**src/rtl/reorder_buffer.sv**
```systemverilog
// reorder_buffer: in-order retirement ROB with out-of-order completion and free-pool return
// ports: alloc_* dispatch request/fields, alloc_ready/rob_num allocation status and tag,
//        cmpl_valid/cmpl_rob_num per-port completion, retire_*/rob_push/rob_free_reg
//        registered retire pulses, count/empty occupancy
module reorder_buffer #(
  parameter int ENTRIES    = 64,
  parameter int PREG_WIDTH = 6,
  parameter int AREG_WIDTH = 5,
  parameter int PC_WIDTH   = 12,
  parameter int N_CMPL     = 3,
  localparam int IW        = $clog2(ENTRIES)
) (
  input  logic                   clk,
  input  logic                   rst,
  input  logic                   alloc_valid,
  input  logic                   alloc_reg_write,
  input  logic [AREG_WIDTH-1:0]  alloc_rd,
  input  logic [PREG_WIDTH-1:0]  alloc_prd,
  input  logic [PREG_WIDTH-1:0]  alloc_old_prd,
  input  logic [PC_WIDTH-1:0]    alloc_pc,
  output logic                   alloc_ready,
  output logic [IW-1:0]          rob_num,
  input  logic [N_CMPL-1:0]      cmpl_valid,
  input  logic [N_CMPL*IW-1:0]   cmpl_rob_num,
  output logic                   rob_push,
  output logic [PREG_WIDTH-1:0]  rob_free_reg,
  output logic                   retire_valid,
  output logic [AREG_WIDTH-1:0]  retire_rd,
  output logic [PREG_WIDTH-1:0]  retire_prd,
  output logic [PC_WIDTH-1:0]    retire_pc,
  output logic [IW:0]            count,
  output logic                   empty
);
  localparam logic [IW:0] ONE = {{IW{1'b0}}, 1'b1};
  logic [IW:0]            r_head, r_tail;
  logic [ENTRIES-1:0]     r_valid, r_complete, r_reg_write;
  logic [AREG_WIDTH-1:0]  r_rd     [ENTRIES];
  logic [PREG_WIDTH-1:0]  r_prd    [ENTRIES];
  logic [PREG_WIDTH-1:0]  r_old_prd[ENTRIES];
  logic [PC_WIDTH-1:0]    r_pc     [ENTRIES];
  logic [IW-1:0]          w_h, w_t;
  logic                   w_alloc, w_retire;
  always_comb begin
    w_h         = r_head[IW-1:0];
    w_t         = r_tail[IW-1:0];
    count       = r_tail - r_head;
    empty       = r_tail == r_head;
    alloc_ready = ~count[IW];
    rob_num     = w_t;
    w_alloc     = alloc_valid & alloc_ready;
    w_retire    = r_valid[w_h] & r_complete[w_h];
  end
  // completion is applied first so a same-edge alloc of that slot clears it again
  always_ff @(posedge clk or posedge rst)
    if (rst) begin
      r_head       <= '0;
      r_tail       <= '0;
      r_valid      <= '0;
      r_complete   <= '0;
      rob_push     <= 1'b0;
      rob_free_reg <= '0;
      retire_valid <= 1'b0;
      retire_rd    <= '0;
      retire_prd   <= '0;
      retire_pc    <= '0;
    end else begin
      for (int i = 0; i < N_CMPL; i++)
        if (cmpl_valid[i] && r_valid[cmpl_rob_num[IW*i +: IW]])
          r_complete[cmpl_rob_num[IW*i +: IW]] <= 1'b1;
      if (w_retire) begin
        r_valid[w_h] <= 1'b0;
        r_head       <= r_head + ONE;
        retire_rd    <= r_rd[w_h];
        retire_prd   <= r_prd[w_h];
        retire_pc    <= r_pc[w_h];
        rob_free_reg <= r_old_prd[w_h];
      end
      if (w_alloc) begin
        r_valid[w_t]    <= 1'b1;
        r_complete[w_t] <= 1'b0;
        r_tail          <= r_tail + ONE;
      end
      retire_valid <= w_retire;
      rob_push     <= w_retire & r_reg_write[w_h] & (|r_rd[w_h]);
    end
  always_ff @(posedge clk)
    if (w_alloc) begin
      r_reg_write[w_t] <= alloc_reg_write;
      r_rd[w_t]        <= alloc_rd;
      r_prd[w_t]       <= alloc_prd;
      r_old_prd[w_t]   <= alloc_old_prd;
      r_pc[w_t]        <= alloc_pc;
    end
endmodule

```
**config.mk**
```make
export PLATFORM = sky130hd
export DESIGN_NAME = reorder_buffer
export DESIGN_NICKNAME = d
export VERILOG_FILES = /design/src/rtl/reorder_buffer.sv
export SDC_FILE = /design/constraint.sdc
export NUM_CORES = 2
export LEC_CHECK = 0
export ABC_AREA = 1
export BUFFER_PORTS_ARGS = -buffer_cell sky130_fd_sc_hd__buf_2
export CORE_MARGIN = 8
export CORE_UTILIZATION = 55
export CTS_BUF_LIST = sky130_fd_sc_hd__clkbuf_16
export CTS_CLUSTER_DIAMETER = 80
export DETAILED_ROUTE_END_ITERATION = 6
export PLACE_DENSITY = 0.71
export SLEW_MARGIN = 10
export SYNTH_ARGS = -nofsm -noshare
export SYNTH_HDL_FRONTEND = slang
export SYNTH_SLANG_ARGS = --single-unit
```
**constraint.sdc**
```tcl
create_clock -name clk -period 12.55 [get_ports clk]
set_clock_uncertainty 0.15 [all_clocks]
set_input_delay 0.6275 -clock clk [delete_from_list [all_inputs] [get_ports clk]]
set_output_delay 0.6275 -clock clk [all_outputs]
set_load 0.005 [all_outputs]
```
=== After elaboration in Yosys (flattened, before gate mapping) ===
Memory sizes are Yosys's and may differ from the RTL's. A register that Yosys moved wholly into a read port is not among the register bits.
Cells that the tools add are included.

* Bits in registers: 213
* Bits in latches: 0
* Bits in writable memories: 1,856
* ROM bits: 0
* Input port bits: 54
* Output and inout bits: 46
* Logic and storage cells: 79
* Memories kept: 4

{| class="wikitable"
|+ Memory list
! name !! words !! width !! rd ports !! clocked after memory_dff !! write ports !! RTL line !! source
|-
| r_pc || 64 || 12 || 1 || 1 || 1 || 40 || <nowiki>logic [PC_WIDTH-1:0] r_pc [ENTRIES];</nowiki>
|-
| r_old_prd || 64 || 6 || 1 || 1 || 1 || 39 || <nowiki>logic [PREG_WIDTH-1:0] r_old_prd[ENTRIES];</nowiki>
|-
| r_prd || 64 || 6 || 1 || 1 || 1 || 38 || <nowiki>logic [PREG_WIDTH-1:0] r_prd [ENTRIES];</nowiki>
|-
| r_rd || 64 || 5 || 1 || 0 || 1 || 37 || <nowiki>logic [AREG_WIDTH-1:0] r_rd [ENTRIES];</nowiki>
|}

* Add/subtract/negate cells: 3
* Multiply operators: 0
* Divide/modulo/power cells: 0
* Magnitude comparators: 10
* Equality and inequality tests: 1
* Shift operators: 0
* Muxes and demuxes: 31
* Bitwise gates (word level): 13
* Reduce and logical (&&, ||, !) cells: 9

{| class="wikitable"
|+ Operator list
! kind !! count
|-
| 64-bit two-way mux || 6
|-
| 64-bit bitwise OR || 4
|-
| 64-bit bitwise AND || 2
|-
| 64-bit inverter || 2
|-
| 64-bit bitwise mux || 1
|-
| 1-bit binary-select mux with 6-bit select || 6
|-
| 6-bit by 7-bit less-than comparator with 1-bit output (second input constant) || 5
|-
| 1-bit demux with 6-bit select || 5
|-
| 6-bit by 1-bit >= comparator with 1-bit output (second input constant) || 5
|-
| 7-bit by 1-bit adder with 7-bit output (second input constant) || 2
|-
| 1-bit two-way mux || 13
|-
| 1-bit logical AND || 8
|-
| 7-bit equality test || 1
|-
| 7-bit subtractor || 1
|-
| 5-bit OR reduction || 1
|-
| 1-bit bitwise AND || 4
|-
| 1-bit inverter || 1
|}

=== Depth between registers and ports, before layout ===
* Depth after elaboration: 12
* Gate-level depth with buffers: 19
* Gate-level depth less buffers: 15

=== Least setup slack after synthesis ===
No wires, ideal clock.

* Path kind: register -> register
* From: register r_head[2]
* To: memory r_old_prd[17][0], enable pin
* Setup time: 0.421 ns
* Arrival: 3.820 ns
* Required time: 11.979 ns
* Setup slack: 8.159 ns
* Cell stages (with the launch flop): 14
* Path buffers: 2
* Clock period less this slack: 4.391 ns
* Cell sequence: dfrtp_1 > inv_2 > clkbuf_1 > clkbuf_1 > ha_1 > nand2_1 > nor2_1 > nor3_1 > o21ai_2 > xor2_2 > nand2_1 > inv_2 > nand3_1 > nor2_1

* Longest elaborated chain between the ends: 5

{| class="wikitable"
|+ RTL lines
! element !! RTL line !! source
|-
| from (decl) || 35 || <nowiki>logic [IW:0] r_head, r_tail;</nowiki>
|-
| from (signal assigned) || 72 || <nowiki>r_head <= r_head + ONE;</nowiki>
|-
| 7-bit subtractor || 46 || <nowiki>count = r_tail - r_head;</nowiki>
|-
| 1-bit inverter || 48 || <nowiki>alloc_ready = ~count[IW];</nowiki>
|-
| named net alloc_ready || 21 || <nowiki>output logic alloc_ready,</nowiki>
|-
| 1-bit bitwise AND || 50 || <nowiki>w_alloc = alloc_valid & alloc_ready;</nowiki>
|-
| 1-bit two-way mux || 87 || <nowiki>if (w_alloc) begin</nowiki>
|-
| 1-bit two-way mux (not written as such) || 91 || <nowiki>r_old_prd[w_t] <= alloc_old_prd;</nowiki>
|-
| to (decl) || 39 ||
|}

The timed path passes the listed nets, and every way through them passes these cells.

=== Final worst setup path ===
* From: register r_head[1]
* To: register retire_prd[1] (read register of r_prd)

* Longest elaborated chain between the ends: 3
* Elaborated cells between the ends (all ways): 5
* Classes of those cells: mux (4); bitwise (1)

{| class="wikitable"
|+ RTL lines
! element !! RTL line !! source
|-
| 1-bit binary-select mux with 6-bit select || 51 || <nowiki>w_retire = r_valid[w_h] & r_complete[w_h];</nowiki>
|-
| 1-bit two-way mux (not written as such) || 51 ||
|-
| 1-bit bitwise AND || 51 ||
|-
| to (decl) || 29 || <nowiki>output logic [PREG_WIDTH-1:0] retire_prd,</nowiki>
|}

Parallel ways exist; a longest one is shown, timed or not. The select of a mux whose other input is x is not followed.
A chain may end at the register's enable or synchronous reset.

==> flow_summary_export.csv <==
group,metric,value,unit
sta,clock.fmax,0.1754,GHz
global_routing,antenna_found_initial,6,
detailed_routing,first_pass_iters,6,
clocking,worst_skew_pair.late_latency,0.86,ns
sta,setup_ws,6.849,ns
setup_path,crit_required,13.17,ns
status,status,"finished clean",
sta,tightest_slew,1.339,ns
finish,area_growth,10.76,%
power_and_ir_drop,power,20380,uW
sta,timing.final.crit_share,45.43,%
power_and_ir_drop,vdd.ir_drop.worst,0.2163,mV
power_and_ir_drop,leakage,0.03542,uW
synthesis,synth_ff_type,"edfxtp_1",
floorplan,core,0.1560,mm^2
finish,reg.largest.list,"r_pc (768), r_old_prd (384), r_prd (384)",
global_routing,grt_pass1_vias,58308,
sta,setup_viol,0,
clocking,clk_pin_slew,0.06,ns
power_and_ir_drop,p_comb_share,29.0,%
setup_path,cp.arrival,6.32,ns
sta,drv_slew,0,
detailed_routing,drc,0,
power_and_ir_drop,p_switching,7360,uW
flow_run,drv_cap,0,
detailed_routing,ant_nets,0,
floorplan,die_h,412.0,um
setup_path,startpoint_type,"flop",
clocking,cts_buffers,204,
floorplan,start_util,55.29,%
setup_path,path_max_fanout,78,
detailed_routing,first_iter_violations,9710,
clocking,cts-root-buf,"clkbuf_16",
global_routing,grt_max_degree,139,
synthesis,synth_xor_xnor_area_share,0.1610,%
power_and_ir_drop,p_sw_share,36.11,%
global_routing,grt.overflow.total,0,
global_routing,grtUsageTotal,33.44,%
global_routing,grt_pass1_wl,411900,um
synthesis,yosysSeqAreaShare,71.86,%
synthesis,synth_compound_area_share,6.466,%
clocking,cts_max_level,4,
sta,hold_ws,0.2231,ns
place,dp_hpwl,156100,um
finish,largest-register,"r_pc",
sta,slew_headroom,10.42,%
finish,utilization,61.24,%
synthesis,synth.area.mux_share,0,%
detailed_routing,drt-vias-per-instance,6.349,
floorplan,ios,100,
detailed_routing,totalWireLength,290000,um
clocking,clockBufferDepth,3,
synthesis,synth-edff-count,1920,
synthesis,yosys_warnings,0,
synthesis,synth_top_family_by_area,"simple AND/OR/NAND/NOR gates",
sta,rsz0062_at_grt,"false",
synthesis,yosysUniqueCellTypes,48,
finish,nNetsFinal,7476,
setup_path,critPathKind,"flop to flop",
power_and_ir_drop,internal-power,13020,uW
floorplan,dieArea,0.1698,mm^2
setup_path,endpoint_kind,"flop",
finish,layout-drive-gt1-share,9.130,%
synthesis,async_flop_share,8.266,%
synthesis,synth_area,0.08626,mm^2
synthesis,synthAdderAreaFrac,0.1392,%
detailed_routing,num_vias,61285,
synthesis,synth_area_per_cell,11.75,um^2
synthesis,synth_seq_cells,2093,
synthesis,syn_inst,7342,
power_and_ir_drop,pwr-share-clk,29.9,%
clocking,cts_tree,"yes",
clocking,cts_sinks,2093,
place,pre_cts_ws,7.039,ns
finish,largest_reg_flops,768,
synthesis,yosys.area_share.simple,17.41,%
place,place.gp.congestion,0.9992,
place,io_buffer_count,99,
sta,period_minus_slack,5.701,ns
power_and_ir_drop,seqPwrFrac,41.1,%
sta,final_hold_viol_count,0,
worst_hold_path,hold_path.class,"input pin to flop",
floorplan,row_count,145,
power_and_ir_drop,powerDensity,213.3,mW/mm^2
detailed_routing,wl_per_cell,30.05,um
floorplan,chipWidth,412.0,um
synthesis,synth.net_count,7405,
sta,final.setup.tns,0,ns
## worst paths after layout
check | slack, ns | end | from | cells past startpoint
min in group asynchronous | 0.28 | r_complete[46]$_DFF_PP0_ | rst | 3
hold reg to reg | 0.33 | retire_rd[0]$_DFFE_PP0N_ | retire_rd[0]$_DFFE_PP0N_ | 2
max in group asynchronous | 9.81 | retire_pc[9]$_DFFE_PP0N_ | rst | 5
setup reg to reg | 6.85 | retire_prd[1]$_DFFE_PP0N_ | r_head[1]$_DFFE_PP0N_ | 15
setup / recovery | 6.85 | retire_prd[1]$_DFFE_PP0N_ | r_head[1]$_DFFE_PP0N_ | 15
hold / removal | 0.22 | r_complete[34]$_DFF_PP0_ | cmpl_rob_num[10] | 6
## Yosys cell counts (8+ instances only)
| library cell | count | share of area, % |
|---|---|---|
| nand2_1 | 2484 | 11 |
| edfxtp_1 | 1920 | 67 |
| nand3_1 | 378 | 2.2 |
| inv_1 | 357 | 1.6 |
| nand4_1 | 296 | 2.1 |
| nor2_1 | 291 | 1.3 |
| a21oi_1 | 237 | 1.4 |
| a22oi_1 | 220 | 1.9 |
| buf_2 | 200 | 1.2 |
| o21ai_0 | 195 | 1.1 |
| dfrtp_1 | 173 | 5.0 |
| a22o_1 | 119 | 1.2 |
| clkbuf_1 | 105 | 0.46 |
| o21ai_1 | 55 | 0.32 |
| buf_1 | 37 | 0.16 |
| nor3_1 | 33 | 0.19 |
| buf_4 | 31 | 0.27 |
| nand3b_1 | 26 | 0.23 |
| o22ai_1 | 22 | 0.16 |
| buf_6 | 16 | 0.21 |
| nand3_2 | 15 | 0.17 |
| nor2_2 | 15 | 0.11 |
| inv_2 | 13 | 0.057 |
| o2111ai_1 | 13 | 0.13 |
| o211ai_1 | 13 | 0.11 |
| nor3_2 | 11 | 0.13 |
| clkinv_1 | 9 | 0.039 |
| xor2_1 | 9 | 0.091 |
| ha_1 | 8 | 0.12 |
## kinds of logic (layout without fill, tap and decap cells)
group                    after synthesis  count (layout)
AND/OR/NAND/NOR                     3567            3567
XOR/XNOR                              15              15
buffers and inverters                772            1020
flip-flops                          2093            2093
AO/OA/AOI/OAI                        886             886
other                                  0               4
adder cells (fa/ha/maj)                9               9
## final cells by class
class                   instances  area [um^2]
fillers                     12150        60480
flip-flops and latches       2093        61990
clock inverters               174         1403
inverters                     381         1489
multi-input cells            4477        21130
well taps                    2058         2575
clock buffers                 209         5230
repair buffers                256         1717
diodes                          4        10.01
## placed cells by master (no fill, tap or decap), types with 5 or more instances in the layout
| cell type | Yosys | routed |
|---|---|---|
| nand2_1 | 2484 | 2481 |
| edfxtp_1 | 1920 | 1920 |
| nand3_1 | 378 | 378 |
| inv_1 | 357 | 361 |
| nand4_1 | 296 | 296 |
| nor2_1 | 291 | 264 |
| a21oi_1 | 237 | 237 |
| a22oi_1 | 220 | 220 |
| clkbuf_16 | 0 | 209 |
| o21ai_0 | 195 | 195 |
| dfrtp_1 | 173 | 170 |
| buf_4 | 31 | 152 |
| a22o_1 | 119 | 119 |
| buf_2 | 200 | 99 |
| clkinv_1 | 9 | 63 |
| o21ai_1 | 55 | 55 |
| inv_2 | 13 | 47 |
| clkinv_2 | 0 | 37 |
| nor2_4 | 1 | 29 |
| nand3b_1 | 26 | 26 |
| nor3_1 | 33 | 25 |
| o22ai_1 | 22 | 22 |
| bufinv_16 | 0 | 21 |
| nor3_2 | 11 | 19 |
| nand3_2 | 15 | 15 |
| nor2_2 | 15 | 14 |
| o2111ai_1 | 13 | 13 |
| o211ai_1 | 13 | 13 |
| xor2_1 | 9 | 9 |
| ha_1 | 8 | 8 |
| inv_8 | 0 | 7 |
| or2_2 | 6 | 6 |
| xnor2_1 | 5 | 5 |
| inv_6 | 0 | 5 |
## critical path, stage by stage, from the launching register on
cell      delay, ns
dfrtp_4        0.46
buf_4          0.30
clkinv_2       0.35
buf_4          0.45
nand3_2        0.39
inv_8          0.68
buf_4          0.84
buf_4          0.94
nand2_1        0.14
nand4_1        0.14
o21ai_0        0.20
nand2_1        0.16
nor2_1         0.05
nand2_1        0.05
nand2_1        0.05
nand2_1        0.08
## power by group through the flow
stage | combinational (uW) | clock (uW) | sequential, uW
after floorplan | 3750 | 0 | 8340
after global placement | 5700 | 0 | 8490
after detailed placement | 5760 | 0 | 8490
after CTS | 5790 | 6110 | 8350
after global routing | 6350 | 6360 | 8390
final | 5910 | 6100 | 8370
## timing repair
item / CTS / global route
resized for setup: 0 / 0
hold buffers: 2 / 0
endpoints found under the hold margin: 83 / 0
buffers inserted: 0 / 0
## through the flow
stage	cell area, um^2	std cells
2_1_floorplan	86260	7342
3_3_place_gp	88860	9262
3_5_place_dp	88860	9262
4_1_cts	95520	9647
5_1_grt	95540	9650
6_report	95550	9652
## layer usage
metal | up-vias | routed length [um] | share of wire (%) | global-route usage [%]
li1 | 26005 | - | - | -
met1 | 29848 | 105700 | 36 | 45.09
met2 | 4603 | 128300 | 44 | 50.96
met3 | 823 | 37370 | 13 | 7.439
met4 | 6 | 18600 | 6.4 | 18.07
met5 | - | 41 | 0.014 | 0
No activity file was read; power rests on OpenSTA's default activity.
